==> src/rtl/serial_frame_sequencer_if.sv <==
// serial_frame_sequencer_if: request/payload inputs and serial frame outputs of the sequencer.
interface serial_frame_sequencer_if;
    logic        clkEn;
    logic        req0;
    logic        req1;
    logic [3:0]  len0;
    logic [3:0]  len1;
    logic [14:0] data0;
    logic [14:0] data1;
    logic [1:0]  gnt;
    logic        serOut;
    logic        serOutValid;
    logic [3:0]  countOut;
    logic        busy;
    logic        done;
    modport master (
        output clkEn, req0, req1, len0, len1, data0, data1,
        input  gnt, serOut, serOutValid, countOut, busy, done
    );
    modport slave (
        input  clkEn, req0, req1, len0, len1, data0, data1,
        output gnt, serOut, serOutValid, countOut, busy, done
    );
endinterface

==> src/rtl/serial_frame_sequencer.sv <==
// serial_frame_sequencer: round-robin arbiter for two requesters that serialises preamble, length and payload.
module serial_frame_sequencer #(
    parameter logic [3:0] PRE_PATTERN = 4'b1011
) (
    input logic clk,
    input logic rst,
    serial_frame_sequencer_if.slave bus
);
    typedef enum logic [2:0] {IDLE, PRE, LEN, DATA, DONE} state_t;
    state_t      state, stateNext;
    logic [1:0]  bitIdx, bitIdxNext;
    logic [3:0]  lenReg, lenNext;
    logic [14:0] shiftReg, shiftNext;
    logic [3:0]  count, countNext;
    logic        cur, curNext;
    logic        lastGnt, lastNext;
    logic        active;
    always_ff @(posedge clk or negedge rst) begin
        if (!rst) begin
            state    <= IDLE;
            bitIdx   <= 2'd3;
            lenReg   <= '0;
            shiftReg <= '0;
            count    <= '0;
            cur      <= 1'b0;
            lastGnt  <= 1'b1;
        end else begin
            state    <= stateNext;
            bitIdx   <= bitIdxNext;
            lenReg   <= lenNext;
            shiftReg <= shiftNext;
            count    <= countNext;
            cur      <= curNext;
            lastGnt  <= lastNext;
        end
    end
    always_comb begin
        stateNext  = state;
        bitIdxNext = bitIdx;
        lenNext    = lenReg;
        shiftNext  = shiftReg;
        countNext  = count;
        curNext    = cur;
        lastNext   = lastGnt;
        case (state)
            IDLE: if (bus.req0 || bus.req1) begin
                // a tie goes to whoever was not served last
                curNext    = (bus.req0 && bus.req1) ? ~lastGnt : bus.req1;
                lenNext    = curNext ? bus.len1 : bus.len0;
                shiftNext  = curNext ? bus.data1 : bus.data0;
                countNext  = lenNext;
                bitIdxNext = 2'd3;
                stateNext  = PRE;
            end
            PRE: if (bus.clkEn) begin
                bitIdxNext = bitIdx - 2'd1;
                stateNext  = (bitIdx == 2'd0) ? LEN : PRE;
            end
            LEN: if (bus.clkEn) begin
                bitIdxNext = bitIdx - 2'd1;
                stateNext  = (bitIdx != 2'd0) ? LEN : (lenReg != 4'd0) ? DATA : DONE;
            end
            DATA: if (bus.clkEn) begin
                shiftNext = {1'b0, shiftReg[14:1]};
                countNext = count - 4'd1;
                stateNext = (count == 4'd1) ? DONE : DATA;
            end
            DONE: begin
                lastNext  = cur;
                stateNext = IDLE;
            end
            default: stateNext = IDLE;
        endcase
    end
    assign active          = (state == PRE) || (state == LEN) || (state == DATA);
    assign bus.gnt         = active ? (cur ? 2'b10 : 2'b01) : 2'b00;
    assign bus.serOut      = (state == PRE) ? PRE_PATTERN[bitIdx] :
                             (state == LEN) ? lenReg[bitIdx] :
                             (state == DATA) ? shiftReg[0] : 1'b0;
    assign bus.serOutValid = (state == DATA);
    assign bus.countOut    = active ? count : 4'd0;
    assign bus.busy        = (state != IDLE);
    assign bus.done        = (state == DONE);
endmodule
==> src/flat_wrapper.sv <==
// flat-port wrapper written by rule: the top's interface ports become plain ports
module serial_frame_sequencer_flat 
#(
    parameter logic [3:0] PRE_PATTERN = 4'b1011
)
  (clk, rst, bus_clkEn, bus_req0, bus_req1, bus_len0, bus_len1, bus_data0, bus_data1, bus_gnt, bus_serOut, bus_serOutValid, bus_countOut, bus_busy, bus_done);
  serial_frame_sequencer_if bus_i ();
  input logic clk;
  input logic rst;
  input wire logic [$bits(bus_i.clkEn)-1:0] bus_clkEn;
  input wire logic [$bits(bus_i.req0)-1:0] bus_req0;
  input wire logic [$bits(bus_i.req1)-1:0] bus_req1;
  input wire logic [$bits(bus_i.len0)-1:0] bus_len0;
  input wire logic [$bits(bus_i.len1)-1:0] bus_len1;
  input wire logic [$bits(bus_i.data0)-1:0] bus_data0;
  input wire logic [$bits(bus_i.data1)-1:0] bus_data1;
  output wire logic [$bits(bus_i.gnt)-1:0] bus_gnt;
  output wire logic [$bits(bus_i.serOut)-1:0] bus_serOut;
  output wire logic [$bits(bus_i.serOutValid)-1:0] bus_serOutValid;
  output wire logic [$bits(bus_i.countOut)-1:0] bus_countOut;
  output wire logic [$bits(bus_i.busy)-1:0] bus_busy;
  output wire logic [$bits(bus_i.done)-1:0] bus_done;
  assign bus_i.clkEn = bus_clkEn;
  assign bus_i.req0 = bus_req0;
  assign bus_i.req1 = bus_req1;
  assign bus_i.len0 = bus_len0;
  assign bus_i.len1 = bus_len1;
  assign bus_i.data0 = bus_data0;
  assign bus_i.data1 = bus_data1;
  assign bus_gnt = bus_i.gnt;
  assign bus_serOut = bus_i.serOut;
  assign bus_serOutValid = bus_i.serOutValid;
  assign bus_countOut = bus_i.countOut;
  assign bus_busy = bus_i.busy;
  assign bus_done = bus_i.done;
  serial_frame_sequencer #(.PRE_PATTERN(PRE_PATTERN)) u_core (.clk(clk), .rst(rst), .bus(bus_i));
endmodule
==> config.mk <==
export PLATFORM = sky130hd
export DESIGN_NAME = serial_frame_sequencer_flat
export DESIGN_NICKNAME = d
export VERILOG_FILES = /design/src/rtl/serial_frame_sequencer_if.sv /design/src/rtl/serial_frame_sequencer.sv /design/src/flat_wrapper.sv
export SDC_FILE = /design/constraint.sdc
export NUM_CORES = 1
export LEC_CHECK = 0
export BUFFER_PORTS_ARGS = -buffer_cell sky130_fd_sc_hd__buf_2
export CAP_MARGIN = 25
export CORE_MARGIN = 8
export CORE_UTILIZATION = 52
export CTS_CLUSTER_DIAMETER = 200
export DETAILED_ROUTE_END_ITERATION = 10
export HOLD_SLACK_MARGIN = 0.08
export PLACE_DENSITY_LB_ADDON = 0.12
export REMOVE_ABC_BUFFERS = 1
export SLEW_MARGIN = 20
export SYNTH_ARGS = -nofsm -noshare
export SYNTH_HDL_FRONTEND = slang
export SYNTH_SLANG_ARGS = --single-unit
==> constraint.sdc <==
create_clock -name clk -period 1.95 [get_ports clk]
set_input_delay 0 -clock clk [delete_from_list [all_inputs] [get_ports clk]]
set_output_delay 0 -clock clk [all_outputs]
set_load 0.05 [all_outputs]
==> impl_metrics.json <==
{
  "gp_congestion": 0.8535,
  "reg2reg_depth": 5,
  "critical_path.max_stage_delay_ns": 0.57,
  "finalHoldViolCount": 0,
  "p_leak_nw": 1.115,
  "coreArea_um2": 3606,
  "startpoint_type": "flip-flop",
  "path_buf_inv": 2,
  "grt_max_degree": 34,
  "area_growth_pct": 23.88,
  "place_area_um2": 2207,
  "slew_viol_final": 0,
  "track_usage_pct": 16.15,
  "cts-root-buf": "clkbuf_8",
  "syn_area_um2": 1907,
  "post-route-min-period_ns": 1.775,
  "holdCritStartpoint": "bus_len0[2]",
  "avgSynthCellArea_um2": 10.14,
  "worst_clock_skew_ns": 0.003605,
  "finalNetCount": 297,
  "io_pins": 53,
  "slew_headroom_pct": 55.36,
  "place_ws_ns": 0.3114,
  "antenna_left": 0,
  "vias_per_cell": 5.525,
  "end_kind": "flip-flop",
  "ys_warn_count": 0,
  "ys_ff_latch": 30,
  "holdPathEnd": "u_core.lenReg[2]",
  "dr.pass1.iters": 4,
  "syn_inst": 188,
  "drc_errors": 0,
  "post-route-period-util_pct": 91.01,
  "timing.rr.end": "u_core.shiftReg[14]",
  "io_buffers": 52,
  "grt_pass1_vias": 1672,
  "worstPathCellList": "a21boi_4 > buf_4 > mux2i_1 > dlygate4sd3_1 > o41ai_2",
  "vias": 1652,
  "wl_per_cell_um": 15.18,
  "final_cell_count_no_fill": 299,
  "drive_gt1_share_pct": 35.06,
  "start_util_pct": 52.88,
  "num_rows": 22,
  "critPathArrivalTime_ns": 1.95,
  "dp_cells": 285,
  "crit_path_top_delay_cell": "dlygate4sd3_1",
  "p_per_area_nw_per_um2": 1528,
  "rsz0062_at_grt": "false",
  "max_freq_ghz": 0.5635,
  "drv_cap": 0,
  "antennaDiodeCount": 0,
  "crit_cells": 5,
  "fp.dieW_um": 76.56,
  "tightest_slew_ns": 0.6697,
  "clkTransAtPathRegs_ns": 0.06,
  "cts_num_sinks": 30,
  "r2r-start": "u_core.lastGnt",
  "synth.distinct_cells": 43,
  "cp_max_fo": 6,
  "clk_latency_ns": 0.28,
  "path_class": "reg2reg",
  "ys_seq_area_share_pct": 39.57,
  "reg2reg_slack_ns": 0.18,
  "timing.final.setup_violations": 0,
  "fillers": 311,
  "die-area_um2": 5861,
  "cts_tree": "done",
  "min_path_cells": 3,
  "cp_data_required_time_ns": 2.13,
  "finalWorstSetupSlack_ns": 0.1753,
  "wl_mm": 4.539,
  "status": "complete, no violations",
  "overflow": 0,
  "grt_pass1_wl_mm": 7.783,
  "hpwl_mm": 3.480,
  "cts_buffers": 5,
  "hold_path.class": "in2reg",
  "first_iter_violations": 129,
  "final_cell_area_um2": 2362,
  "crit_family": "buffers and inverters",
  "die_h_um": 76.56,
  "cts_htree_levels": 2,
  "power_w": 0.003609,
  "irDropWorstVdd_v": 0.0007007,
  "antenna_found_initial": 0,
  "clk_path_buf_depth": 2
}
[tightest hold or removal path: cells and delay by family]
kind                   cells  cell delay (ns)
AOI/OAI and AO/OA          1             0.15
buffers and inverters      1             0.08
muxes                      1             0.09
[sequential cells by signal, summed over array words and instances, names as in the netlist]
name	count
u_core.cur	1
u_core.lastGnt	1
u_core.shiftReg	15
u_core.state	3
u_core.count	4
u_core.lenReg	4
u_core.bitIdx	2
[synthesized netlist by cell type, drive strengths merged]
| cell type | instances | area [um2] |
|---|---|---|
| dfrtp | 27 | 675.7 |
| nor2 | 27 | 122.6 |
| a21oi | 23 | 115.1 |
| mux2i | 20 | 200.2 |
| mux2 | 17 | 191.4 |
| buf | 11 | 83.82 |
| nor3 | 8 | 40.04 |
| inv | 7 | 26.27 |
| nand2 | 5 | 18.77 |
| ha | 4 | 50.05 |
| o21ai | 4 | 20.02 |
| and2 | 3 | 18.77 |
| and3 | 3 | 18.77 |
| dfstp | 3 | 78.83 |
| nor3b | 3 | 27.52 |
| a211oi | 2 | 15.01 |
| nand3b | 2 | 27.53 |
| o32a | 2 | 20.02 |
| o32ai | 2 | 17.52 |
| a21boi | 1 | 11.26 |
| a22oi | 1 | 12.51 |
| a311oi | 1 | 8.760 |
| a32oi | 1 | 8.760 |
| clkbuf | 1 | 3.750 |
| mux4 | 1 | 22.52 |
| nand2b | 1 | 6.260 |
| nand3 | 1 | 5.000 |
| nor4 | 1 | 6.260 |
| o311ai | 1 | 8.760 |
| o31a | 1 | 8.760 |
| o41ai | 1 | 8.760 |
| or3 | 1 | 11.26 |
| or4 | 1 | 7.510 |
| xor2 | 1 | 8.760 |
[cell type report]
cell class | instances | area, um2 | share of cell area (%)
tap | 48 | 60.06 | 2.542
sequential | 30 | 754.5 | 31.94
inverter | 7 | 26.28 | 1.112
timing repair buffer | 67 | 387.9 | 16.42
multi-input combinational | 139 | 1054 | 44.60
clock buffer | 8 | 80.08 | 3.390
[cell families (layout without fill, tap and decap cells)]
| kind of cell | Yosys count | in the layout | share of synthesized area, % |
|---|---|---|---|
| AOI/OAI and AO/OA | 40 | 40 | 13.39 |
| muxes | 38 | 38 | 21.72 |
| adders and majority gates | 4 | 4 | 2.625 |
| buffers and inverters | 19 | 82 | 5.970 |
| xor gates and xnor gates | 1 | 1 | 0.4594 |
| and+or+nand+nor | 56 | 56 | 16.27 |
| DFF | 30 | 30 | 39.57 |
[power breakdown]
group,internal [W],leakage [nW],switching (W)
combinational,0.000781,0.732,0.00120
clock,0.000253,0.0395,0.000222
sequential,0.000942,0.344,0.000206
total,0.00198,1.11,0.00163
[cell usage in the layout, fill, tap and decap left out, types with 2 or more instances in the layout]
master / n
and3_1: 3
dfrtp_1: 27
mux2_1: 9
a211oi_1: 2
nor2_1: 24
ha_1: 4
mux2_2: 8
dlygate4sd3_1: 6
dfstp_2: 3
nand2_1: 5
nor3_1: 8
and2_1: 3
o21ai_0: 4
mux2i_1: 20
clkbuf_1: 3
nor3b_1: 2
o32a_1: 2
buf_4: 9
buf_2: 52
inv_1: 6
clkbuf_8: 5
nor2_2: 2
o32ai_1: 2
a21oi_1: 23
[routing by layer]
| metal | vias to the layer above | share of wire (%) | track usage (%) |
|---|---|---|---|
| li1 | 802 | - | - |
| met1 | 790 | 42 | 18.76 |
| met2 | 55 | 49 | 26.39 |
| met3 | 5 | 7.1 | 5.778 |
| met4 | 0 | 1.2 | 6.346 |
| met5 | - | 0 | 0 |
[worst max path at each step]
| stage | from | end | slack [ns] |
|---|---|---|---|
| global placement | u_core.state[0] | u_core.shiftReg[0] | 0.34 |
| finish | u_core.lastGnt | u_core.shiftReg[14] | 0.18 |
| detailed placement | u_core.state[0] | u_core.shiftReg[4] | 0.31 |
| floorplan | u_core.state[2] | u_core.lastGnt | -0.62 |
| global route | u_core.lastGnt | u_core.shiftReg[14] | 0.04 |
| CTS | u_core.lastGnt | u_core.shiftReg[14] | 0.08 |
[per-stage QoR]
step	hold slack [ns]	utilization (%)	TNS, ns
finish	0.08417	65.51	0
global route	0.08216	65.51	0
CTS	0.08730	65.09	0
detailed placement	0.07565	61.21	0
global placement	0.06899	61.21	0
floorplan	-0.2956	-	-0.7562
[repair_timing]
item	in CTS	in global routing
endpoints found under the setup margin	0	1
endpoints found under the hold margin	31	0
buffers inserted	0	0
gates resized for setup	0	2
hold buffers	6	0
Power figures use the tool's default switching activity.
